File: src/rtl/ps_pkg.sv
// rtl/ps_pkg.sv - shared PacketStream types and helpers
package ps_pkg;

    typedef enum logic {
        PASS = 1'b0,
        DROP = 1'b1
    } ps_limiter_state_t;

    // A MAXLEN of 1 still needs a 1-bit word counter to keep widths legal
    function automatic int wcnt_width(input int maxlen);
        return (maxlen > 1) ? $clog2(maxlen) : 1;
    endfunction

endpackage

File: src/rtl/ps_pkt_limiter_if.sv
// rtl/ps_pkt_limiter_if.sv - PacketStream word interface
interface ps_pkt_limiter_if #(
    parameter int DWIDTH = 8
);
    logic [DWIDTH-1:0] dat;
    logic              val;
    logic              eop;
    logic              rdy;

    modport master (output dat, output val, output eop, input rdy);
    modport slave  (input dat, input val, input eop, output rdy);

endinterface

File: src/rtl/ps_skid_buffer.sv
// rtl/ps_skid_buffer.sv - 2-entry valid/ready register slice with registered ready
module ps_skid_buffer #(
    parameter int WIDTH = 9
) (
    input  logic             clk,
    input  logic             reset,
    input  logic [WIDTH-1:0] up_dat,
    input  logic             up_val,
    output logic             up_rdy,
    output logic [WIDTH-1:0] dn_dat,
    output logic             dn_val,
    input  logic             dn_rdy
);

    logic [WIDTH-1:0] main_dat, main_dat_n;
    logic [WIDTH-1:0] skid_dat, skid_dat_n;
    logic             main_val, main_val_n;
    logic             skid_val, skid_val_n;
    logic             accept;
    logic             load;

    always_comb begin
        accept     = up_val & up_rdy;
        load       = ~main_val | dn_rdy;
        main_dat_n = main_dat;
        main_val_n = main_val;
        skid_dat_n = skid_dat;
        skid_val_n = skid_val;
        if (load) begin
            // up_rdy is low whenever the skid entry holds a word
            if (skid_val) begin
                main_dat_n = skid_dat;
                main_val_n = 1'b1;
                skid_val_n = 1'b0;
            end else begin
                main_val_n = accept;
                if (accept) begin
                    main_dat_n = up_dat;
                end
            end
        end else if (accept) begin
            skid_dat_n = up_dat;
            skid_val_n = 1'b1;
        end
    end

    always_ff @(posedge clk or posedge reset) begin
        if (reset) begin
            main_dat <= '0;
            main_val <= 1'b0;
            skid_dat <= '0;
            skid_val <= 1'b0;
            up_rdy   <= 1'b0;
        end else begin
            main_dat <= main_dat_n;
            main_val <= main_val_n;
            skid_dat <= skid_dat_n;
            skid_val <= skid_val_n;
            up_rdy   <= ~skid_val_n;
        end
    end

    assign dn_dat = main_dat;
    assign dn_val = main_val;

endmodule

File: src/rtl/ps_pkt_limiter.sv
// rtl/ps_pkt_limiter.sv - truncates packets longer than MAXLEN words, counts truncations
module ps_pkt_limiter
    import ps_pkg::*;
#(
    parameter int DWIDTH = 8,
    parameter int MAXLEN = 256,
    parameter int CWIDTH = 16
) (
    input  logic              clk,
    input  logic              reset,
    ps_pkt_limiter_if.slave   i,
    ps_pkt_limiter_if.master  o,
    output logic              o_trunc,
    output logic [CWIDTH-1:0] trunc_cnt
);

    localparam int             WCW   = wcnt_width(MAXLEN);
    localparam logic [WCW-1:0] WLAST = WCW'(MAXLEN - 1);

    ps_limiter_state_t state, state_n;
    logic [WCW-1:0]    wcnt, wcnt_n;
    logic              accept;
    logic              at_limit;
    logic              trunc_ev;
    logic              skid_rdy;

    // Dropping must never stall on output backpressure
    assign i.rdy    = (state == DROP) | skid_rdy;
    assign accept   = i.val & i.rdy;
    assign at_limit = (wcnt == WLAST);

    always_comb begin
        state_n  = state;
        wcnt_n   = wcnt;
        trunc_ev = 1'b0;
        case (state)
            PASS: begin
                if (accept) begin
                    if (i.eop) begin
                        wcnt_n = '0;
                    end else if (at_limit) begin
                        wcnt_n   = '0;
                        trunc_ev = 1'b1;
                        state_n  = DROP;
                    end else begin
                        wcnt_n = wcnt + 1'b1;
                    end
                end
            end
            DROP: begin
                if (accept && i.eop) begin
                    state_n = PASS;
                end
            end
            default: state_n = PASS;
        endcase
    end

    always_ff @(posedge clk or posedge reset) begin
        if (reset) begin
            state     <= PASS;
            wcnt      <= '0;
            o_trunc   <= 1'b0;
            trunc_cnt <= '0;
        end else begin
            state   <= state_n;
            wcnt    <= wcnt_n;
            o_trunc <= trunc_ev;
            if (trunc_ev && (trunc_cnt != '1)) begin
                trunc_cnt <= trunc_cnt + 1'b1;
            end
        end
    end

    ps_skid_buffer #(
        .WIDTH (DWIDTH + 1)
    ) u_skid (
        .clk    (clk),
        .reset  (reset),
        .up_dat ({i.eop | at_limit, i.dat}),
        .up_val (i.val & (state == PASS)),
        .up_rdy (skid_rdy),
        .dn_dat ({o.eop, o.dat}),
        .dn_val (o.val),
        .dn_rdy (o.rdy)
    );

endmodule

File: src/flat_wrapper.sv
// flat-port wrapper written by rule: the top's interface ports become plain ports
module ps_pkt_limiter_flat import ps_pkg::*;
#(
    parameter int DWIDTH = 8,
    parameter int MAXLEN = 256,
    parameter int CWIDTH = 16
)
  (clk, reset, o_trunc, trunc_cnt, i_dat, i_val, i_eop, i_rdy, o_dat, o_val, o_eop, o_rdy);
  ps_pkt_limiter_if #(.DWIDTH(DWIDTH)) i_i ();
  ps_pkt_limiter_if #(.DWIDTH(DWIDTH)) o_i ();
  input  logic clk;
  input  logic reset;
  output logic o_trunc;
  output logic [CWIDTH-1:0] trunc_cnt;
  input wire logic [$bits(i_i.dat)-1:0] i_dat;
  input wire logic [$bits(i_i.val)-1:0] i_val;
  input wire logic [$bits(i_i.eop)-1:0] i_eop;
  output wire logic [$bits(i_i.rdy)-1:0] i_rdy;
  output wire logic [$bits(o_i.dat)-1:0] o_dat;
  output wire logic [$bits(o_i.val)-1:0] o_val;
  output wire logic [$bits(o_i.eop)-1:0] o_eop;
  input wire logic [$bits(o_i.rdy)-1:0] o_rdy;
  assign i_i.dat = i_dat;
  assign i_i.val = i_val;
  assign i_i.eop = i_eop;
  assign i_rdy = i_i.rdy;
  assign o_dat = o_i.dat;
  assign o_val = o_i.val;
  assign o_eop = o_i.eop;
  assign o_i.rdy = o_rdy;
  ps_pkt_limiter #(.DWIDTH(DWIDTH), .MAXLEN(MAXLEN), .CWIDTH(CWIDTH)) u_core (.clk(clk), .reset(reset), .i(i_i), .o(o_i), .o_trunc(o_trunc), .trunc_cnt(trunc_cnt));
endmodule
File: config.mk
export PLATFORM = sky130hd
export DESIGN_NAME = ps_pkt_limiter_flat
export DESIGN_NICKNAME = d
export VERILOG_FILES = /design/src/rtl/ps_pkg.sv /design/src/rtl/ps_pkt_limiter_if.sv /design/src/rtl/ps_skid_buffer.sv /design/src/rtl/ps_pkt_limiter.sv /design/src/flat_wrapper.sv
export SDC_FILE = /design/constraint.sdc
export NUM_CORES = 1
export LEC_CHECK = 0
export ABC_AREA = 1
export CORE_MARGIN = 2
export CORE_UTILIZATION = 59
export CTS_BUF_LIST = sky130_fd_sc_hd__clkbuf_4 sky130_fd_sc_hd__clkbuf_8
export DETAILED_ROUTE_END_ITERATION = 10
export HOLD_SLACK_MARGIN = 0.06
export PLACE_DENSITY_LB_ADDON = 0.1
export SLEW_MARGIN = 20
export SYNTH_ARGS = -nofsm -noshare
export SYNTH_HDL_FRONTEND = slang
export SYNTH_SLANG_ARGS = --single-unit
File: constraint.sdc
create_clock -name clk -period 2.45 [get_ports clk]
set_input_delay 0.245 -clock clk [delete_from_list [all_inputs] [get_ports clk]]
set_output_delay 0.245 -clock clk [all_outputs]
set_load 0.05 [all_outputs]
==> results.md, run 1 <==
- Leading post-synthesis cells by cell area: dfrtp_1 (48%), nand2_1 (21%), nor2_1 (4.9%)
- # resized after CTS: 0
- H-tree level count: 2
- GRT Total Usage: 24.8%
- Detailed Route Iter0 Violations: 162
- RSZ-0062 raised after global routing: no
- Antenna violations before repair: 0
- Ys flop type: dfrtp_1
- Final Wtd Congestion: 0.875
- Vias: 2,083
- DP Wirelength: 3720 um
- Largest net degree at the start of global routing: 40
- TritonCTS Buffers: 5
- MaxCap Viol Count: 0
- Syn Inst Count: 315
- Cell Pwr Density: 653 mW/mm^2
- ANT cells: 0
- Syn Area/Cell: 7.72 sq um
- Fin nets: 373
- Crit path kind: flip-flop to primary output
- Worst Hold Class: primary input to asynchronous set/reset pin
- Synth cell types: 28
- Critical path endpoint category: primary output
- Worst-path clk slew: 0.08 ns
- Vias in the first global route: 1,951
- Ports: 41
- P&R area growth vs syn: 21.0%
- Most frequent cells after synthesis: nand2_1 (133), dfrtp_1 (47), nor2_1 (32)
- Final setup margin: 0.501 ns
- Starting density of the core: 61.2%
- Hold slack: 0.412 ns
- WP data required: 2.20 ns
- Worst Path Arrival: 1.70 ns
- Worst skew pair latency: 0.30 ns
- Final hold vios: 0
- CTS sink cnt: 47
- Routed Antenna Nets: 0
- Post-route cell area: 0.00294 sq mm
- Post-synthesis sequential area ratio: 48.4%
- Synth area leader: dfrtp_1
- Final Cycle Share: 79.5%
- Total nets after synthesis: 330
- Max frequency: 513 MHz
- YS warnings: 0
- DRT Pass-1 Iters: 4
- CP max FO: 3
- Drt drc: 0
- Clock Skew: 0.00666 ns
- Root Buffer: clkbuf_8
- DR WL/cell: 12.5 um
- Final slew viol count: 0
- Die area: 0.00465 sq mm
- Die X: 68.2 um
- GR Overflow Total: 0
- Crit start category: flip-flop
- Placed instance area: 0.00287 sq mm
- Max_slew headroom: 46.5%
- Share of layout cells above drive strength 1: 7.56%
- Die Y: 68.2 um
- Post-Place Worst Slack: 0.610 ns
- # fillers: 333
- Yosys top cell area share: 48.4%
- Status: completed
- Tot Pwr: 0.00192 W
- Rows: 23
- Routed WL: 5080 um
- Post-synth EDFFs: 0
- Core Area: 0.00397 sq mm
- # setup viols final: 0
- First-pass GRT wire length: 8470 um
- Setup TNS Final: 0 ns
- Post-CTS Setup Bufs: 0
- Max IR drop VDD: 0.469 mV
- Post-cts hold buffer count: 0
- Final min period: 1.95 ns
- Top-count cell post-synth: nand2_1
- TritonCTS clock tree: done
- Asr flop ratio synth: 100%
- Post-synthesis instance area: 0.00243 sq mm
- Port-buffer cells: 40
- Worst slew pin tran: 0.802 ns
- Worst-case clock buffer depth: 2
- Vias/cell: 5.12
- Pleak: 1.37 nW
- Synthesized flop and latch total: 47
## worst paths after layout
path,startpoint,to,slack (ns),cells after the start
worst max-delay path,u_core.state$_DFF_PP0_,i_rdy,0.50,2
worst min-delay path,reset,u_core.trunc_cnt[5]$_DFFE_PP0P_,0.41,2
worst max register to register,u_core.trunc_cnt[0]$_DFFE_PP0P_,u_core.trunc_cnt[4]$_DFFE_PP0P_,0.66,7
worst min register to register,u_core.u_skid.skid_dat[5]$_DFFE_PP0P_,u_core.u_skid.skid_dat[5]$_DFFE_PP0P_,0.48,2
max in group asynchronous,reset,u_core.trunc_cnt[10]$_DFFE_PP0P_,1.44,3
min in group clk,u_core.u_skid.skid_dat[5]$_DFFE_PP0P_,u_core.u_skid.skid_dat[5]$_DFFE_PP0P_,0.48,2
## flip-flops by register name, summed over array words and instances, names as in the netlist
signal and count:
u_core.trunc_cnt 16, u_core.u_skid.dn_dat 9, u_core.u_skid.skid_dat 9, u_core.wcnt 8, u_core.o_trunc 1, u_core.state 1
u_core.u_skid.dn_val 1, u_core.u_skid.skid_val 1, u_core.u_skid.up_rdy 1
## stage by stage
step	cells	utilization (%)
CTS	407	74.1
global route	407	74.1
finish	407	74.1
global placement	401	72.2
detailed placement	401	72.2
floorplan	315	-
## critical path: stages (launching register included)
cell             delay [ns]
dfrtp_1                0.41
or2_2                  0.29
clkdlybuf4s50_1        0.70
## routing by layer
metal / share of wire (%) / GRT usage, % / vias to the layer above
met3: 4.5 / 6.41 / 9
met4: 1.7 / 10.3 / 0
met5: 0 / 0 / -
met2: 51 / 42.5 / 50
li1: - / - / 1067
met1: 42 / 29.5 / 957
## kinds of logic (layout without fill, tap and decap cells)
kind of cell / count (synthesis) / count (layout) / synth area share, %
adders and majority gates: 2 / 2 / 1.03
AOI/OAI and AO/OA: 20 / 20 / 5.30
buffers and inverters: 34 / 76 / 6.18
xor gates and xnor gates: 10 / 10 / 3.60
DFF: 47 / 47 / 48.4
and+or+nand+nor: 202 / 202 / 35.5
## placed cells by master, fill, tap and decap left out
| master | Yosys | final |
|---|---|---|
| nand2_1 | 133 | 133 |
| dfrtp_1 | 47 | 47 |
| clkdlybuf4s50_1 | 0 | 40 |
| nor2_1 | 32 | 32 |
| inv_1 | 24 | 23 |
| nand3_1 | 14 | 14 |
| a31oi_1 | 8 | 8 |
| nand4_1 | 7 | 7 |
| xnor2_1 | 6 | 6 |
| o21ai_0 | 5 | 5 |
| clkbuf_8 | 0 | 5 |
| xor2_1 | 4 | 4 |
| nor2_2 | 4 | 4 |
| a21oi_1 | 4 | 4 |
| inv_2 | 2 | 3 |
| nand2_2 | 3 | 3 |
| nor2_4 | 3 | 3 |
| nor3_1 | 2 | 2 |
| ha_1 | 2 | 2 |
| buf_4 | 0 | 2 |
| nand3_4 | 1 | 1 |
| inv_4 | 1 | 1 |
| nand2_4 | 1 | 1 |
| clkinv_1 | 1 | 1 |
| a22o_1 | 1 | 1 |
| o21ai_2 | 1 | 1 |
| a21oi_4 | 1 | 1 |
| or2_2 | 1 | 1 |
| nand3b_1 | 1 | 1 |
| clkbuf_4 | 0 | 1 |
## where the power goes
| group | switching [W] | internal [W] |
|---|---|---|
| clock | 0.000246 | 0.000202 |
| combinational | 0.000340 | 0.000176 |
| sequential | 0.0000733 | 0.000885 |
| total | 0.000659 | 0.00126 |
## area by class of cell
type	count	area (sq um)	share of cell area, %
flip-flops and latches	47	1180	40.0
multi-input cells	234	1100	37.5
clock buffers	6	76.3	2.59
repair buffers	42	415	14.1
well taps	50	62.6	2.13
inverters	28	108	3.66
(Power assumes the default switching activity.)
==> run 2, diff against run 1 <==
Settings changed: CORE_UTILIZATION 59 to 50.
Clock period 2.45 ns to 1.7 ns, I/O delays scaled along.
==> results.md, run 2 (synthesis gave the netlist of run 1 again) <==
- Starting density of the core: 51.8%
- Setup TNS Final: 0 ns
- Die Y: 73.7 um
- GRT Total Usage: 20.7%
- Final Wtd Congestion: 0.853
- GR Util met1: 25.4%
- Final slew viol count: 0
- Buf/Inv on CP: 1
- First-pass GRT wire length: 8780 um
- Multi-input gate area: 0.00111 sq mm
- Register area: 0.00118 sq mm
- Max stage delay on crit path: 0.81 ns
- Hold slack: 0.219 ns
- Port-buffer cells: 40
- Post-cts hold buffer count: 0
- Final Cycle Share: 96.8%
- Vias in the first global route: 2,017
- Setup crit start: u_core.u_skid.dn_dat[3]$_DFFE_PP0P_
- Final min period: 1.65 ns
- Crit path kind: flip-flop to primary output
- Fin nets: 385
- DR WL/cell: 11.7 um
- Worst-path cell chain: clkdlybuf4s50_1
- Die X: 73.7 um
- Die area: 0.00544 sq mm
- CTS sink cnt: 47
- Vias/cell: 4.98
- Crit start category: flip-flop
- Worst-case clock buffer depth: 2
- Global routing usage on met3: 4.39%
- Placed instance area: 0.00294 sq mm
- CP max FO: 2
- ANT cells: 0
- Worst Path Arrival: 1.48 ns
- TritonCTS Buffers: 5
- DP Wirelength: 3640 um
- Ports: 41
- Worst skew pair latency: 0.30 ns
- Cell Pwr Density: 947 mW/mm^2
- Max frequency: 608 MHz
- Pleak: 1.48 nW
- CP max-delay cell: clkdlybuf4s50_1
- TritonCTS clock tree: done
- GR Overflow Total: 0
- M2 GR Usage: 35.1%
- Max reg flops: 16
- Critical path endpoint category: primary output
- Largest Register: u_core.trunc_cnt
- Final hold vios: 0
- Root Buffer: clkbuf_8
- Post-CTS Setup Bufs: 0
- Antenna violations before repair: 0
- Most Crowded Layer GR: met2
- Rows: 25
- RSZ-0062 raised after global routing: no
- Worst-path clk slew: 0.08 ns
- Routed WL: 4960 um
- Routed Antenna Nets: 0
- Core Area: 0.00469 sq mm
- # fillers: 413
- Worst Hold Class: primary input to asynchronous set/reset pin
- MaxCap Viol Count: 0
- WP data required: 1.53 ns
- Drt drc: 0
- Share of layout cells above drive strength 1: 17.3%
- Worst slew pin tran: 0.501 ns
- CP delay by family, top: buffers and inverters
- Status: completed
- H-tree level count: 2
- Post-route cell area: 0.00305 sq mm
- Most frequent cells in the layout: nand2_1 (133), dfrtp_1 (45), nor2_1 (31), buf_4 (31), inv_1 (23)
- DRT Pass-1 Iters: 4
- Final Util: 65.0%
- Largest net degree at the start of global routing: 27
- Max_slew headroom: 66.5%
- P&R area growth vs syn: 25.5%
- Crit Reg-Reg Startpoint: u_core.wcnt[1]$_DFFE_PP0P_
- Commonest non-fill, non-tap cell in the layout: nand2_1
- Clock Skew: 0.00564 ns
- Detailed Route Iter0 Violations: 157
- # setup viols final: 0
- Vias: 2,117
- Max IR drop VDD: 0.643 mV
-- run 2: cell types whose count changed in the layout (fill, tap and decap cells not counted) --
| cell | change |
|---|---|
| dfrtp_1 | -2 |
| ha_2 | +1 |
| buf_12 | +2 |
| ha_1 | -1 |
| nor2_2 | +1 |
| nor2_1 | -1 |
| clkdlybuf4s50_1 | -19 |
| dfrtp_2 | +2 |
| clkbuf_8 | +2 |
| buf_4 | +29 |
-- run 2: metrics by stage --
step	cells	power, W	worst slack, ns
finish	425	0.00289	0.0539
global route	425	0.00304	0.0122
CTS	425	0.00293	0.0446
detailed placement	417	0.00217	0.147
global placement	417	0.00215	0.157
floorplan	315	0.00188	0.0399
-- run 2: cell type report --
type	instances	area share, %
clock buffers	8	3.40
repair buffers	54	15.8
flip-flops and latches	47	38.6
inverters	28	3.53
multi-input cells	234	36.4
well taps	54	2.21
-- run 2: metal layers --
layer / wire length, um / vias to the layer above
met1: 2230 / 974
met5: 0 / -
met2: 2440 / 38
met4: 104 / 0
met3: 185 / 10
li1: - / 1095
-- run 2: path summary, 6_finish.rpt --
check	end	slack, ns	cells after the start
hold reg to reg	u_core.u_skid.skid_dat[7]$_DFFE_PP0P_	0.48	2
max in group asynchronous	u_core.u_skid.up_rdy$_DFF_PP0_	1.20	3
hold / removal	u_core.trunc_cnt[2]$_DFFE_PP0P_	0.22	3
setup reg to reg	u_core.trunc_cnt[14]$_DFFE_PP0P_	0.12	9
setup / recovery	o_dat[3]	0.05	1
min in group clk	u_core.u_skid.skid_dat[3]$_DFFE_PP0P_	0.44	3
-- run 2: repair_timing --
action / 4_1_cts / 5_1_grt
setup endpoints to repair: 0 / 7
gates resized for setup: 0 / 2
hold endpoints to repair: 0 / 0
-- run 2: power breakdown --
part | leakage (nW) | switching (W) | internal [W]
clock network | 0.0549 | 0.000354 | 0.000387
registers | 0.605 | 0.0000980 | 0.00127
logic | 0.824 | 0.000498 | 0.000278
-- run 2: worst register-to-register path: cells and delay by family, from the launching register on --
family,cells,cell delay [ns]
AND/OR/NAND/NOR,6,0.60
flip-flops,1,0.41
adder cells (fa/ha/maj),1,0.24
buffers and inverters,1,0.16
AO/OA/AOI/OAI,1,0.07
==> run 3, diff against run 2 <==
Settings changed: CTS_CLUSTER_DIAMETER set to 60.
==> results of run 3 <==
The final DEF is identical to that of run 2; final timing and power are the same.
